[config.mk]
export PLATFORM = sky130hd
export DESIGN_NAME = flag_unit
export DESIGN_NICKNAME = d
export VERILOG_FILES = /design/src/rtl/flag_unit.sv
export SDC_FILE = /design/constraint.sdc
export NUM_CORES = 1
export LEC_CHECK = 0
export ABC_AREA = 1
export BUFFER_PORTS_ARGS = -buffer_cell sky130_fd_sc_hd__buf_2
export CORE_MARGIN = 2
export CORE_UTILIZATION = 39
export CTS_CLUSTER_SIZE = 20
export DETAILED_ROUTE_END_ITERATION = 8
export GPL_ROUTABILITY_DRIVEN = 0
export PLACE_DENSITY = 0.86
export SLEW_MARGIN = 5
export SYNTH_ARGS = -nofsm -noshare
export SYNTH_HDL_FRONTEND = slang
export SYNTH_SLANG_ARGS = --single-unit
[constraint.sdc]
create_clock -name clk -period 1 [get_ports clk]
set_input_delay 0.2 -clock clk [delete_from_list [all_inputs] [get_ports clk]]
set_output_delay 0.2 -clock clk [all_outputs]
set_load 0.05 [all_outputs]
[src/rtl/flag_unit.sv]
// Z/V/N flag producer: captures ALU flag candidates in EX, holds one pending
// writer in EX/MEM, commits to the architectural flags at the end of MEM.
module flag_unit #(
  parameter int FLAG_FWD = 1,
  parameter int DW       = 16
) (
  input  logic                 clk,
  input  logic                 rst,
  input  logic                 ex_valid,
  input  logic                 ex_flush,
  input  logic                 ex_hold,
  input  logic [3:0]           ex_opcode,
  input  logic signed [DW-1:0] alu_result,
  input  logic                 alu_ovfl,
  input  logic                 id_branch,
  output logic [2:0]           F,
  output logic [2:0]           F_id,
  output logic                 flag_stall,
  output logic                 pend_valid
);

  function automatic logic [2:0] wr_mask(input logic [3:0] op);
    case (op)
      4'b0000, 4'b0001:                   wr_mask = 3'b111;
      4'b0010, 4'b0100, 4'b0101, 4'b0110: wr_mask = 3'b100;
      default:                            wr_mask = 3'b000;
    endcase
  endfunction

  function automatic logic [2:0] overlay(input logic [2:0] base,
                                         input logic [2:0] upd,
                                         input logic [2:0] sel);
    overlay = (base & ~sel) | (upd & sel);
  endfunction

  logic [2:0] ex_mask;
  logic [2:0] ex_cand;
  logic       ex_wr;

  logic [2:0] f_q,          f_d;
  logic       pend_valid_q, pend_valid_d;
  logic [2:0] pend_mask_q,  pend_mask_d;
  logic [2:0] pend_flags_q, pend_flags_d;

  logic [2:0] fwd_flags;
  logic       stall_raw;

  // EX: candidate flags and write enable
  always_comb begin
    ex_mask = wr_mask(ex_opcode);
    ex_cand = {(alu_result == '0), alu_ovfl, alu_result[DW-1]};
    ex_wr   = ex_valid & ~ex_flush & (ex_mask != 3'b000);
  end

  // EX/MEM slot load and MEM commit share the same unheld edge
  always_comb begin
    f_d          = f_q;
    pend_valid_d = pend_valid_q;
    pend_mask_d  = pend_mask_q;
    pend_flags_d = pend_flags_q;
    if (!ex_hold) begin
      pend_valid_d = ex_wr;
      pend_mask_d  = ex_mask;
      pend_flags_d = ex_cand;
      if (pend_valid_q)
        f_d = overlay(f_q, pend_flags_q, pend_mask_q);
    end
  end

  always_ff @(posedge clk) begin
    if (rst) begin
      f_q          <= 3'b000;
      pend_valid_q <= 1'b0;
      pend_mask_q  <= 3'b000;
      pend_flags_q <= 3'b000;
    end else begin
      f_q          <= f_d;
      pend_valid_q <= pend_valid_d;
      pend_mask_q  <= pend_mask_d;
      pend_flags_q <= pend_flags_d;
    end
  end

  // ID: youngest writer wins per bit, EX over pending over committed
  always_comb begin
    fwd_flags = overlay(f_q, pend_flags_q, pend_mask_q & {3{pend_valid_q}});
    fwd_flags = overlay(fwd_flags, ex_cand, ex_mask & {3{ex_wr}});
    stall_raw = id_branch & (ex_wr | pend_valid_q);
  end

  assign F          = f_q;
  assign pend_valid = pend_valid_q;
  assign F_id       = (FLAG_FWD != 0) ? fwd_flags : f_q;
  assign flag_stall = (FLAG_FWD != 0) ? 1'b0 : stall_raw;

endmodule

Word level (Yosys, flattened, before mapping)
Cells that the tools add are included.
{ "word_totals": {"input_bits": 27, "ff_bits": 10} }
{ "classes": {"n_bitwise": 18, "reduce_logical": 6, "muxes": 1, "n_eq_ne": 5} }
{ "op_table": {"columns": ["operator", "n"], "rows": [
  ["$and 3x3->3", 8],
  ["$logic_not 16->1", 1],
  ["$eq 4x3->1 const B", 3],
  ["$not 3->3", 3],
  ["$or 3x3->3", 3],
  ["$pmux 3 s2", 1],
  ["$eq 4x1->1 const B", 1],
  ["$eq 4x2->1 const B", 1],
  ["$logic_not 4->1", 1],
  ["$reduce_or 4->1", 1],
  ["$reduce_bool 3->1", 1],
  ["$and 1x1->1", 2],
  ["$not 1->1", 2],
  ["$reduce_and 2->1", 1],
  ["$reduce_or 2->1", 1]
]} }

Depth between registers and ports, before layout
Gate-level depths: netlist (run 1).
{ "logic_depth": {"word_depth": 9, "depth_mapped": 6, "ltp_nobuf": 6} }

Worst setup path after synthesis (run 1)
OpenSTA, ideal clock, no wires.
{ "synth_timing": {"path_kind": "register to output", "start": "reg pend_valid_q (netlist: pend_valid)", "end": "out F_id[2]", "setup_slack_ps": -693, "required_time_ps": 800, "path_stages_with_launch": 7, "arrival_ps": 1493, "n_path_buf": 0, "cell_sequence": "dfxtp_1 > nand2_1 > inv_1 > nand2_1 > nand2_1 > nand2_1 > o21ai_1"} }
{ "synth_between": {"elab_chain_len": 6} }
{ "synth_rtl": {"columns": ["item", "line_no", "text"], "rows": [
  ["start, declared", "41", "logic pend_valid_q, pend_valid_d;"],
  ["start signal, assigned", "78", "pend_valid_q <= pend_valid_d;"],
  ["$and 3x3->3 (*)", "86", "fwd_flags = overlay(f_q, pend_flags_q, pend_mask_q & {3{pend_valid_q}});"],
  ["$not 3->3", "33", "overlay = (base & ~sel) | (upd & sel);"],
  ["$and 3x3->3", "33", null],
  ["$or 3x3->3 (*)", "33", null],
  ["$and 3x3->3 (*)", "33", null],
  ["$or 3x3->3 (*)", "33", null],
  ["end, declared", "17", "output logic [2:0] F_id,"]
]} }
Mark *: on every way between the ends. The rest lies on a longest branch, timed or not.

Worst setup path after layout (run 1)
Ends and elaborated chain as after synthesis.

==> results.yml, run 1 <==
floorplan:
  fp-row-count: 13
  fp.dieArea_um2: 1640
  fp.dieW_um: 40.4
  pin_count: 35
  start_util: 0.408
  coreArea_um2: 1270
  die_height_um: 40.4
route:
  vias: 682
  route.detailed.drc: 0
  detail_route.wl_per_cell_um: 9.72
  wl_um: 1390
  routed_via_density: 4.77
  antenna_left: 0
  dr.pass1.iters: 4
  drtIter0Drc: 8
placed_design:
  portBuffers: 32
  dp_cells: 138
  place.detailed.hpwl_um: 1170
  dp_slack_ns: -0.326
  placed_area_um2: 790
timing:
  setup_viol: 5
  finalWorstSetupSlack_ns: -0.366
  holdWs_ns: 0.103
  rsz0062_at_grt: "yes"
  finalSetupTns_ns: -1.23
  finalCritPeriodShare: 1.37
  post-route-min-period_ns: 1.37
  clock_skew_ns: 0.00263
  drv_slew: 0
  max_freq_ghz: 0.732
  finalHoldViolCount: 0
critical_path:
  crit_type: "flop to primary output"
  cp_slowest_stage_delay_ns: 0.39
  cp_slowest_cell: "dfxtp_4"
  crit_path_frequent_cell: "nand2_1"
  crit_arrival_ns: 1.17
  end_kind: "primary output"
  path_cells: "nand2_4, inv_2, nand2_1, nand2_1, nand2_2, o21ai_4, buf_6"
  critPathRequiredTime_ns: 0.80
  crit_fanout: 4
  critPathLaunchType: "flop"
pwr:
  irDropWorstVdd_mv: 0.663
  p_leak_uw: 0.000467
  power_density_nw_per_um2: 976
cells_and_area:
  final_cells: 143
  nNetsFinal: 156
  fillers: 102
  antenna_cells: 0
  area_growth_pct: 73.9
  drive_above_1_share: 0.516
  design_area_um2: 901
cts:
  clkSinkCount: 9
  clk_pin_slew_ns: 0.07
  cts_root_buf: "clkbuf_4"
  hold_buffers: 0
  cts_buffers: 3
  cts_buffer_depth: 2
  worstSkewPairLatency_ns: 0.26
  cts_tree: "built"
  htreeDepth: 1
synth:
  synth_most_common_cell: "nand2_1"
  synth_area_um2: 518
  yosysSeqAreaShare: 0.348
  synthTopCellsByArea: "dfxtp_1 (35%), nand2_1 (17%), nor2_1 (14%)"
  synthCells: 85
  synth-edff-count: 0
  synth_flop_cell: "dfxtp_1"
  yosysTopAreaCellShare: 0.348
  yosysTopAreaCell: "dfxtp_1"
  yosysWarnings: 0
  ys_seq_elements: 9
  synth.avg_cell_area_um2: 6.09
  synth_nets: 112
  synthArstFlopShare: 0
  ys_types: 16
  ys_top_cells_by_count: "nand2_1 (23), nor2_1 (19), dfxtp_1 (9)"
global_routing:
  antenna_found_initial: 0
  grt_overflow: 0
  grt_use_total: 0.200
  grt_pass1_wl_um: 2240
  grt_pass1_vias: 637
  grt_max_degree: 12
outcome:
  status: "finished with violations"
  violations: "negative setup slack"
job:
  drv_cap: 0
hold_path:
  hp-class: "input port to flop"
==> power breakdown <==
| part | switching (uW) | internal (uW) | total (uW) | leakage (uW) |
|---|---|---|---|---|
| Sequential | 14.3 | 374 | 389 | 0.0000764 |
| Clock | 137 | 154 | 292 | 0.0000150 |
| Combinational | 107 | 92.6 | 199 | 0.000376 |
| Total | 258 | 621 | 879 | 0.000467 |
==> stage by stage <==
stage	util	power, uW
global placement	0.622	567
finish	0.710	879
CTS	0.697	880
floorplan	-	491
detailed placement	0.622	575
global route	0.710	930
==> routing by layer <==
| layer | share of wire | GRT usage | vias to the layer above |
|---|---|---|---|
| met2 | 0.57 | 0.417 | 30 |
| met4 | 0.0058 | 0.0583 | 0 |
| li1 | - | - | 348 |
| met5 | 0 | 0 | - |
| met1 | 0.36 | 0.188 | 302 |
| met3 | 0.065 | 0.0389 | 2 |
==> cells by family (layout without fill, tap and decap cells) <==
| kind of cell | after synthesis | after routing | synth area share |
|---|---|---|---|
| AO/OA/AOI/OAI | 16 | 16 | 0.162 |
| AND/OR/NAND/NOR | 49 | 49 | 0.389 |
| buffers and inverters | 10 | 53 | 0.0942 |
| flip-flops | 9 | 9 | 0.348 |
| other | 1 | 1 | 0.00724 |
==> cells in the final DEF, fill, tap and decap left out, drive strengths merged <==
cell / count
a21oi: 6
buf: 41
clkbuf: 4
conb: 1
dfxtp: 9
inv: 8
nand2: 24
nand3: 4
nor2: 21
o21ai: 10
==> worst max-delay path: cells and delay by family (launching register included) <==
kind / cells / cell delay (ns)
AO/OA/AOI/OAI: 1 / 0.07
flip-flops: 1 / 0.39
buffers and inverters: 2 / 0.22
AND/OR/NAND/NOR: 4 / 0.24
==> layout make-up <==
type / instances / area (um2) / area share
timing repair buffer: 41 / 294 / 0.326
clock buffer: 4 / 26.3 / 0.0292
multi-input combinational: 66 / 343 / 0.381
sequential: 9 / 189 / 0.210
tap: 15 / 18.8 / 0.0208
inverter: 8 / 30.0 / 0.0333
==> path summary, 6_finish.rpt <==
kind	from	end	slack [ns]	cells after the start
worst max register to register	pend_valid	flop	0.02	6
worst max-delay path	pend_valid	F_id[2]	-0.37	7
worst min-delay path	rst	flop	0.10	2
worst min register to register	flop	flop	0.54	2
==> timing repair <==
item / in CTS / in global routing
resized for setup: 19 / 6
pin swaps: 0 / 3
setup buffers: 1 / 1
setup endpoints to repair: 7 / 9
Note: power is estimated with default switching activity, not from simulation.
==> run 2: changes to the inputs <==
--- a/config.mk
+++ b/config.mk
@@ -13,6 +13,7 @@
 export DETAILED_ROUTE_END_ITERATION = 8
 export GPL_ROUTABILITY_DRIVEN = 0
 export PLACE_DENSITY = 0.86
+export REMOVE_ABC_BUFFERS = 1
 export SLEW_MARGIN = 5
 export SYNTH_ARGS = -nofsm -noshare
 export SYNTH_HDL_FRONTEND = slang
==> results.yml, run 2 (same netlist as run 1, synthesis figures left out) <==
route:
  wl_um: 1430
  dr.pass1.iters: 4
  vias: 660
  drtIter0Drc: 10
  antenna_left: 0
  routed_via_density: 4.58
  route.detailed.drc: 0
  detail_route.wl_per_cell_um: 9.96
cells_and_area:
  drive_above_1_share: 0.488
  nNetsFinal: 157
  layout_common_cells: "buf_2 (25), nand2_1 (21), nor2_1 (17)"
  area_growth_pct: 67.1
  antenna_cells: 0
  fin_util: 0.682
  final_common_cell: "buf_2"
  final_cells: 144
timing:
  rsz0062_at_grt: "yes"
  setup_viol: 5
  finalCritPeriodShare: 1.36
  finalWorstSetupSlack_ns: -0.359
  max_freq_ghz: 0.736
  clock_skew_ns: 0.00374
  finalHoldViolCount: 0
  drv_slew: 0
  post-route-min-period_ns: 1.36
floorplan:
  coreArea_um2: 1270
  start_util: 0.408
  fp.dieArea_um2: 1640
  fp-row-count: 13
  pin_count: 35
  die_height_um: 40.4
  fp.dieW_um: 40.4
critical_path:
  critPathRequiredTime_ns: 0.80
  crit_type: "flop to primary output"
  crit_fanout: 3
  critPathLaunchType: "flop"
  crit_arrival_ns: 1.16
  end_kind: "primary output"
hold_path:
  hp-class: "input port to flop"
outcome:
  violations: "negative setup slack"
  status: "finished with violations"
global_routing:
  grt_pass1_vias: 609
  grt_pass1_wl_um: 2270
  grt_overflow: 0
  antenna_found_initial: 0
  grt_max_degree: 12
  grt_use_total: 0.212
placed_design:
  dp_cells: 139
  portBuffers: 32
  place.detailed.hpwl_um: 1100
cts:
  cts_tree: "built"
  htreeDepth: 1
  worstSkewPairLatency_ns: 0.26
  cts_buffer_depth: 2
  cts_root_buf: "clkbuf_4"
  clkSinkCount: 9
  cts_buffers: 3
  clk_pin_slew_ns: 0.06
  hold_buffers: 0
pwr:
  irDropWorstVdd_mv: 0.490
  power_density_nw_per_um2: 1000
  p_leak_uw: 0.000456
  power_uw: 868
job:
  drv_cap: 0
[run 2: report_power, final]
part	internal (uW)	total [uW]	leakage (uW)	switching, uW
clock	154	285	0.0000150	131
combinational	89.6	195	0.000365	105
sequential	374	388	0.0000759	13.5
total	618	868	0.000456	250
[run 2: worst paths after layout]
check / cells after the start / from / slack (ns) / endpoint
hold reg to reg: 2 / flop / 0.54 / flop
setup reg to reg: 6 / pend_valid / 0.03 / flop
setup / recovery: 7 / pend_valid / -0.36 / F_id[2]
hold / removal: 2 / rst / 0.10 / flop
[run 2: area by class of cell]
class,count,area (um2)
Timing Repair Buffer,42,290
Sequential cell,9,188
Inverter,8,30.0
Multi-Input combinational cell,66,313
Clock buffer,4,26.3
Fill cell,120,403
Tap cell,15,18.8
[run 2: through the flow]
step | setup WS, ns | hold slack [ns] | TNS [ns] | area (um2)
5_1_grt | -0.450 | 0.101 | -1.49 | 866
2_1_floorplan | -0.693 | 0.269 | -2.54 | 499
3_5_place_dp | -0.258 | 0.381 | -0.810 | 746
4_1_cts | -0.370 | 0.0974 | -1.23 | 843
6_report | -0.359 | 0.103 | -1.19 | 866
3_3_place_gp | -0.233 | 0.376 | -0.658 | 746
[run 2: per-layer routing]
metal | GRT usage | vias up | wire length (um)
met4 | 0.100 | 0 | 17
met2 | 0.417 | 31 | 765
li1 | - | 355 | -
met3 | 0.0333 | 4 | 81
met1 | 0.210 | 270 | 570
met5 | 0 | - | 0
[run 2: worst max-delay path: stages (launching register included)]
cell and delay (ns):
dfxtp_4 0.37, nand2_2 0.07, inv_2 0.06, nand2_1 0.04
nand2_1 0.05, nand2_1 0.06, o21ai_2 0.07, buf_6 0.17
[run 2: timing repair]
action / CTS / global route
pin swaps: 2 / 1
setup buffers: 1 / 0
endpoints found under the setup margin: 9 / 8
resized for setup: 24 / 8
hold endpoints to repair: 0 / 0
